## src/rtl/vehicle_counter.sv

```systemverilog
// vehicle_counter: per-road debounced vehicle counter with BCD snapshots.
// Each road has a 2-flop synchroniser, a debounce counter and an edge
// detector that produces one event per vehicle. Events accumulate in a
// saturating two-digit BCD counter. Every toggle of the timer's phase flag
// latches both counts (floored to MIN_COUNT) into the outputs and restarts
// the live counters.
module vehicle_counter #(
    parameter int DEBOUNCE_CYCLES = 4,
    parameter int MIN_COUNT       = 1
) (
    input  logic       clock,
    input  logic       rst_n,
    input  logic       sensor1,
    input  logic       sensor2,
    input  logic       phase,
    output logic [3:0] count1Hi,
    output logic [3:0] count1Lo,
    output logic [3:0] count2Hi,
    output logic [3:0] count2Lo,
    output logic       snap_valid
);

    localparam logic [3:0] DB_MAX  = 4'(DEBOUNCE_CYCLES);
    localparam logic [3:0] MIN_HI  = 4'(MIN_COUNT / 10);
    localparam logic [3:0] MIN_LO  = 4'(MIN_COUNT % 10);
    localparam logic [6:0] MIN_VAL = 7'(MIN_COUNT);

    // Two-digit BCD increment that sticks at 99.
    function automatic logic [7:0] bcd_inc(input logic [7:0] v);
        logic [3:0] hi;
        logic [3:0] lo;
        hi = v[7:4];
        lo = v[3:0];
        if (hi == 4'd9 && lo == 4'd9) begin
            return v;
        end
        if (lo == 4'd9) begin
            return {hi + 4'd1, 4'd0};
        end
        return {hi, lo + 4'd1};
    endfunction

    // Raise a BCD count to the MIN_COUNT floor, compared as a decimal value.
    function automatic logic [7:0] bcd_floor(input logic [7:0] v);
        logic [6:0] val;
        val = ({3'b000, v[7:4]} * 7'd10) + {3'b000, v[3:0]};
        if (val < MIN_VAL) begin
            return {MIN_HI, MIN_LO};
        end
        return v;
    endfunction

    logic [1:0]      raw;
    logic [1:0]      sync1_q;
    logic [1:0]      sync2_q;
    logic [1:0][3:0] db_cnt_q;
    logic [1:0][3:0] db_cnt_d;
    logic [1:0]      deb_q;
    logic [1:0]      deb_d;
    logic [1:0]      deb_dly_q;
    logic [1:0]      evt_q;
    logic [1:0]      evt_d;
    logic [1:0][7:0] live_q;
    logic [1:0][7:0] live_d;
    logic [1:0][7:0] snap_q;
    logic [1:0][7:0] snap_d;
    logic            phase_q;
    logic            armed_q;
    logic            snap_valid_q;
    logic            phase_edge;

    assign raw        = {sensor2, sensor1};
    assign phase_edge = armed_q & (phase ^ phase_q);

    // Next-state for debounce, car events, live counters and snapshots.
    always_comb begin
        db_cnt_d = db_cnt_q;
        deb_d    = deb_q;
        evt_d    = evt_q;
        live_d   = live_q;
        snap_d   = snap_q;
        for (int r = 0; r < 2; r++) begin
            if (!sync2_q[r]) begin
                db_cnt_d[r] = 4'd0;
            end else if (db_cnt_q[r] != DB_MAX) begin
                db_cnt_d[r] = db_cnt_q[r] + 4'd1;
            end
            // Level rises in the same cycle the counter reaches the threshold,
            // so a pulse held for exactly DEBOUNCE_CYCLES samples is accepted.
            deb_d[r] = sync2_q[r] & (db_cnt_d[r] == DB_MAX);
            evt_d[r] = deb_q[r] & ~deb_dly_q[r];
            if (phase_edge) begin
                // A car arriving on the edge starts the new window.
                live_d[r] = evt_q[r] ? 8'h01 : 8'h00;
                snap_d[r] = bcd_floor(live_q[r]);
            end else if (evt_q[r]) begin
                live_d[r] = bcd_inc(live_q[r]);
            end
        end
    end

    // Phase history; holds no count state so it simply tracks the input.
    always_ff @(posedge clock) begin
        phase_q <= phase;
    end

    // Registered state with synchronous active-low reset.
    always_ff @(posedge clock) begin
        if (!rst_n) begin
            sync1_q      <= 2'b00;
            sync2_q      <= 2'b00;
            db_cnt_q     <= '0;
            deb_q        <= 2'b00;
            deb_dly_q    <= 2'b00;
            evt_q        <= 2'b00;
            live_q       <= '0;
            snap_q       <= '0;
            armed_q      <= 1'b0;
            snap_valid_q <= 1'b0;
        end else begin
            sync1_q      <= raw;
            sync2_q      <= sync1_q;
            db_cnt_q     <= db_cnt_d;
            deb_q        <= deb_d;
            deb_dly_q    <= deb_q;
            evt_q        <= evt_d;
            live_q       <= live_d;
            snap_q       <= snap_d;
            armed_q      <= 1'b1;
            snap_valid_q <= phase_edge;
        end
    end

    assign count1Hi   = snap_q[0][7:4];
    assign count1Lo   = snap_q[0][3:0];
    assign count2Hi   = snap_q[1][7:4];
    assign count2Lo   = snap_q[1][3:0];
    assign snap_valid = snap_valid_q;

endmodule

```

## config.mk

```make
export PLATFORM = sky130hd
export DESIGN_NAME = vehicle_counter
export DESIGN_NICKNAME = d
export VERILOG_FILES = /design/src/rtl/vehicle_counter.sv
export SDC_FILE = /design/constraint.sdc
export NUM_CORES = 1
export LEC_CHECK = 0
export CELL_PAD_IN_SITES_DETAIL_PLACEMENT = 0
export CELL_PAD_IN_SITES_GLOBAL_PLACEMENT = 1
export CORE_UTILIZATION = 48
export DETAILED_ROUTE_END_ITERATION = 12
export GPL_TIMING_DRIVEN = 0
export PLACE_DENSITY_LB_ADDON = 0.1
export SLEW_MARGIN = 20
export SYNTH_ARGS = -nofsm -noshare
export SYNTH_HDL_FRONTEND = slang
export SYNTH_SLANG_ARGS = --single-unit
```

## constraint.sdc

```tcl
create_clock -name clock -period 4.45 [get_ports clock]
set_clock_uncertainty 0.2 [all_clocks]
set_input_delay 0.6675 -clock clock [delete_from_list [all_inputs] [get_ports clock]]
set_output_delay 0.6675 -clock clock [all_outputs]
set_load 0.005 [all_outputs]
```

# == Word-level counts from Yosys, hierarchy flattened ==
# Index checks and enable logic that the tools add are counted.
# totals
reg_bits,53
input_bits,5
out_inout_bits,17
word_cells,93
# classes
add_sub_neg,8
mul,2
n_lt_le_gt_ge,2
n_eq_ne,8
n_mux,41
bitwise,8
n_reduce_logical,8
# ops
cell,count
$mux 8,16
$add 4x1->4 const B,6
$mux 1,21
$eq 4x4->1 const B,4
$mux 4,4
$add 7x4->7,2
$lt 7x1->1 const B,2
$mul 4x3->6 const B,2
$eq 4x3->1 const B,2
$ne 4x3->1 const B,2
$reduce_bool 3->1,2
$and 1x1->1,5
$reduce_and 2->1,2
$reduce_bool 2->1,2
$logic_and 1x1->1,2
$not 1->1,2
$xor 1x1->1,1

# == Longest topological paths before layout ==
# logic_depth
word_depth,12
depth_mapped,9
depth_no_buf,9

# == Least setup slack after synthesis ==
# OpenSTA, ideal clock, no wires.
# synth_timing
path_type,reg-to-reg
start,register live_q[13] (netlist name)
end,register snap_q (netlist bit count2Hi[0])
setup_time_ps,117
t_arrival_ps,2423
required_ps,4133
path_slack_ps,1709
path_stages_with_launch,8
n_path_buf,0
period_less_slack_ps,2741
cell_sequence,dfxtp_1 -> ha_1 -> ha_1 -> inv_1 -> fa_1 -> or4b_1 -> a211o_1 -> a32o_2
# synth_between
elab_chain_len,6
# synth_lines
element,line,source
start: declaration,63,logic [1:0][7:0] live_q;
start signal: assignment,127,live_q <= live_d;
$mul 4x3->6,46,"val = ({3'b000, v[7:4]} * 7'd10) + {3'b000, v[3:0]};"
$add 7x4->7,46,
$lt 7x1->1,47,if (val < MIN_VAL) begin
$mux 1,47,
$mux 1,92,if (phase_edge) begin
$mux 8,50,return v;
end signal: assignment,128,snap_q <= snap_d;
end: declaration,65,logic [1:0][7:0] snap_q;
# No other way between the ends. The select of a mux whose other input is x is not followed.
# A chain may end at the register's enable or synchronous reset.

# == Worst setup path after layout ==
# layout_timing
start,register live_q[13] (netlist name)
end,register snap_q (netlist bit count2Lo[1])
# Same word-level chain as after synthesis.

==> run metrics <==
outcome=finished, final reports clean; worst vdd ir=225 uV; WL met1=2360 um; worst skew pair latency=290 ps; RSZ-0062 raised after global routing=false; metal3 WL=between 100 and 150 um; WP data arrival=approximately 3000 ps; DR iter-0 viols=74; CP Data Required Time=between 4000 and 5000 ps; commonest non-fill, non-tap cell in the layout=dfxtp_1; CP endpoint kind=register; DRT Pass-1 Iters=4; Post-Route Utilization=59.8%; register area share after synthesis=42.1%; total wire length=4640 um; GRT Resource Usage Total=19.1%; post-layout min period=3000 ps; post-synthesis cell count=~260; Rows=25; synthesized cell area=2520 sq um; most frequent cells in the layout=53 x dfxtp_1, 24 x ha_1, 21 x inv_1, 21 x clkdlybuf4s50_1, 14 x nor2_1; final setup fails=0; asr flop ratio synth=0%; setup bufs post-CTS=0; Synth top area share=between 40% and 50%; final net count=roughly 320; CTS tree=built; largest net degree at the start of global routing=16; Setup CP Type=register to register; FMAX=333 MHz; Remaining DRCs=0; clock root cell=clkbuf_8; first-pass GRT wire length=approximately 8000 um; Slew Viols, Final=0; top_reg_cell synth=dfxtp_1; startpoint types=register; Via density=between 5 and 6; Final Hold Viols=0; num ports=22; CP dominant cell by count=ha_1; Post-DP HPWL=~3400 um; slowest cell on the critical path=or4b_1; Synth Net Count=288; Post-synth EDFFs=0; Synth cell types=38; Max FO, Critical Path=8; routability congestion estimate=0.774; die width=74.4 um; slew margin rel.=68.4%; starting density of the core=~52%; vias in the first global route=1,728; Max clock buf depth=2; post-route ant nets=0; post-CTS resize count=0; GRT Residual Overflow=0; I/O Buffers=21; area leader, netlist=dfxtp_1; routed via count=1,863; Wirelength per Cell=13.3 um; total power per unit cell area=283 nW/um^2; Final WS setup=1450 ps; Yosys reg bits=between 50 and 60; Die Y=74.4 um; Core ar.=between 4000 and 5000 sq um; cells along the critical path=ha_1 > ha_1 > inv_1 > fa_1 > or4b_1 > a211o_1 > a32o_2; clk slew on worst S/H paths=around 90 ps; Syn Area/Cell=approximately 10 sq um; die area=between 5000 and 6000 sq um; share of cells above drive strength 1=5.30%; pre-CTS setup slack=1510 ps; hold bufs inserted after CTS=0; crit-path max cell delay=550 ps; met2 wire length=2090 um; MaxCap Viol Count=0; slew at the pin closest to its max-slew limit=approximately 470 ps; Fillers=between 400 and 500; hold slack=approximately 190 ps; Setup TNS=0 ps; initial antenna violation count=0; synth warn=0; total CTS buffers=5; Antenna Cells=0; top cells by area, synth=dfxtp_1 42%, ha_1 12%, fa_1 3.2%; HP Class=register to register; clk sink count=53; # H-tree levels=2; Static Leakage=1.18 nW; fin crit share=about 67%; top sig layer=met4; Layout Area Growth over Synthesis=15.8%
==> critical path: cells and delay by family (launching register included) <==
family / cells / cell delay, ps
fa+ha+maj: 3 / 900
compound gates: 2 / 710
simple gates: 1 / 550
flops: 1 / 480
buf+inv: 1 / 60
==> layout make-up <==
cell class | count | area [sq um] | share of cell area [%]
Buffer | 7 | 26.3 | 0.901
Tap cell | 67 | 83.8 | 2.87
Multi-Input combinational cell | 174 | 1350 | 46.4
Clock buffer | 5 | 68.8 | 2.36
Inverter | 21 | 78.8 | 2.70
Sequential cell | 53 | 1060 | 36.4
Clock inverter | 2 | 35.0 | 1.20
Timing Repair Buffer | 21 | 210 | 7.21
==> cells in the mapped netlist, types with 5 or more instances <==
master and instances:
o21ai_0 8, nand2_1 9, xnor2_1 9, nor2_1 14, clkbuf_1 6, nand3_1 6
a21oi_1 9, xor2_1 5, and3_1 5, and2_1 11, a32o_2 7, nor3_1 7
a32o_1 7, dfxtp_1 53, inv_1 21, nand3b_1 7, ha_1 24
==> power by group <==
part	leakage, nW	switching (mW)	total, mW	internal [mW]
combinational	0.698	0.0211	0.0336	0.0125
clock	0.0540	0.145	0.309	0.164
sequential	0.429	0.00257	0.482	0.479
==> logic make-up (layout without fill, tap and decap cells) <==
family / Yosys count / in the layout / synth area share (%)
flip-flops: 53 / 53 / 42.1
buffers and inverters: 28 / 56 / 4.17
AND/OR/NAND/NOR: 79 / 79 / 17.8
adder cells (fa/ha/maj): 28 / 28 / 15.1
XOR/XNOR: 14 / 14 / 4.87
AO/OA/AOI/OAI: 53 / 53 / 15.9
==> worst paths after layout <==
check	slack [ps]	from	endpoint	cells after the start
max	1450	live_q[13]$_SDFFE_PN0P_	count2Lo[1]$_SDFFE_PN0P_	7
min	190	deb_dly_q[1]$_SDFF_PN0_	evt_q[1]$_SDFF_PN0_	1
max reg2reg	1450	live_q[13]$_SDFFE_PN0P_	count2Lo[1]$_SDFFE_PN0P_	7
min reg2reg	190	deb_dly_q[1]$_SDFF_PN0_	evt_q[1]$_SDFF_PN0_	1
==> registers in the layout, indices dropped and copies added (netlist names), 4 cells and up <==
register  flops
count1Hi      4
count1Lo      4
db_cnt_q      8
count2Hi      4
count2Lo      4
live_q       16
==> layer usage <==
metal	GRT usage (%)	up-vias
met2	30.4	27
met4	5.66	0
met3	4.07	4
li1	-	959
met5	0	-
met1	26.2	873
==> stage by stage <==
step	total power [mW]	std cells	area (sq um)
after floorplan	0.510	255	2520
after global placement	0.527	343	2810
after detailed placement	0.527	343	2810
after CTS	0.836	350	2920
after global routing	0.859	350	2920
final	0.824	350	2920
(Power assumes the default switching activity.)
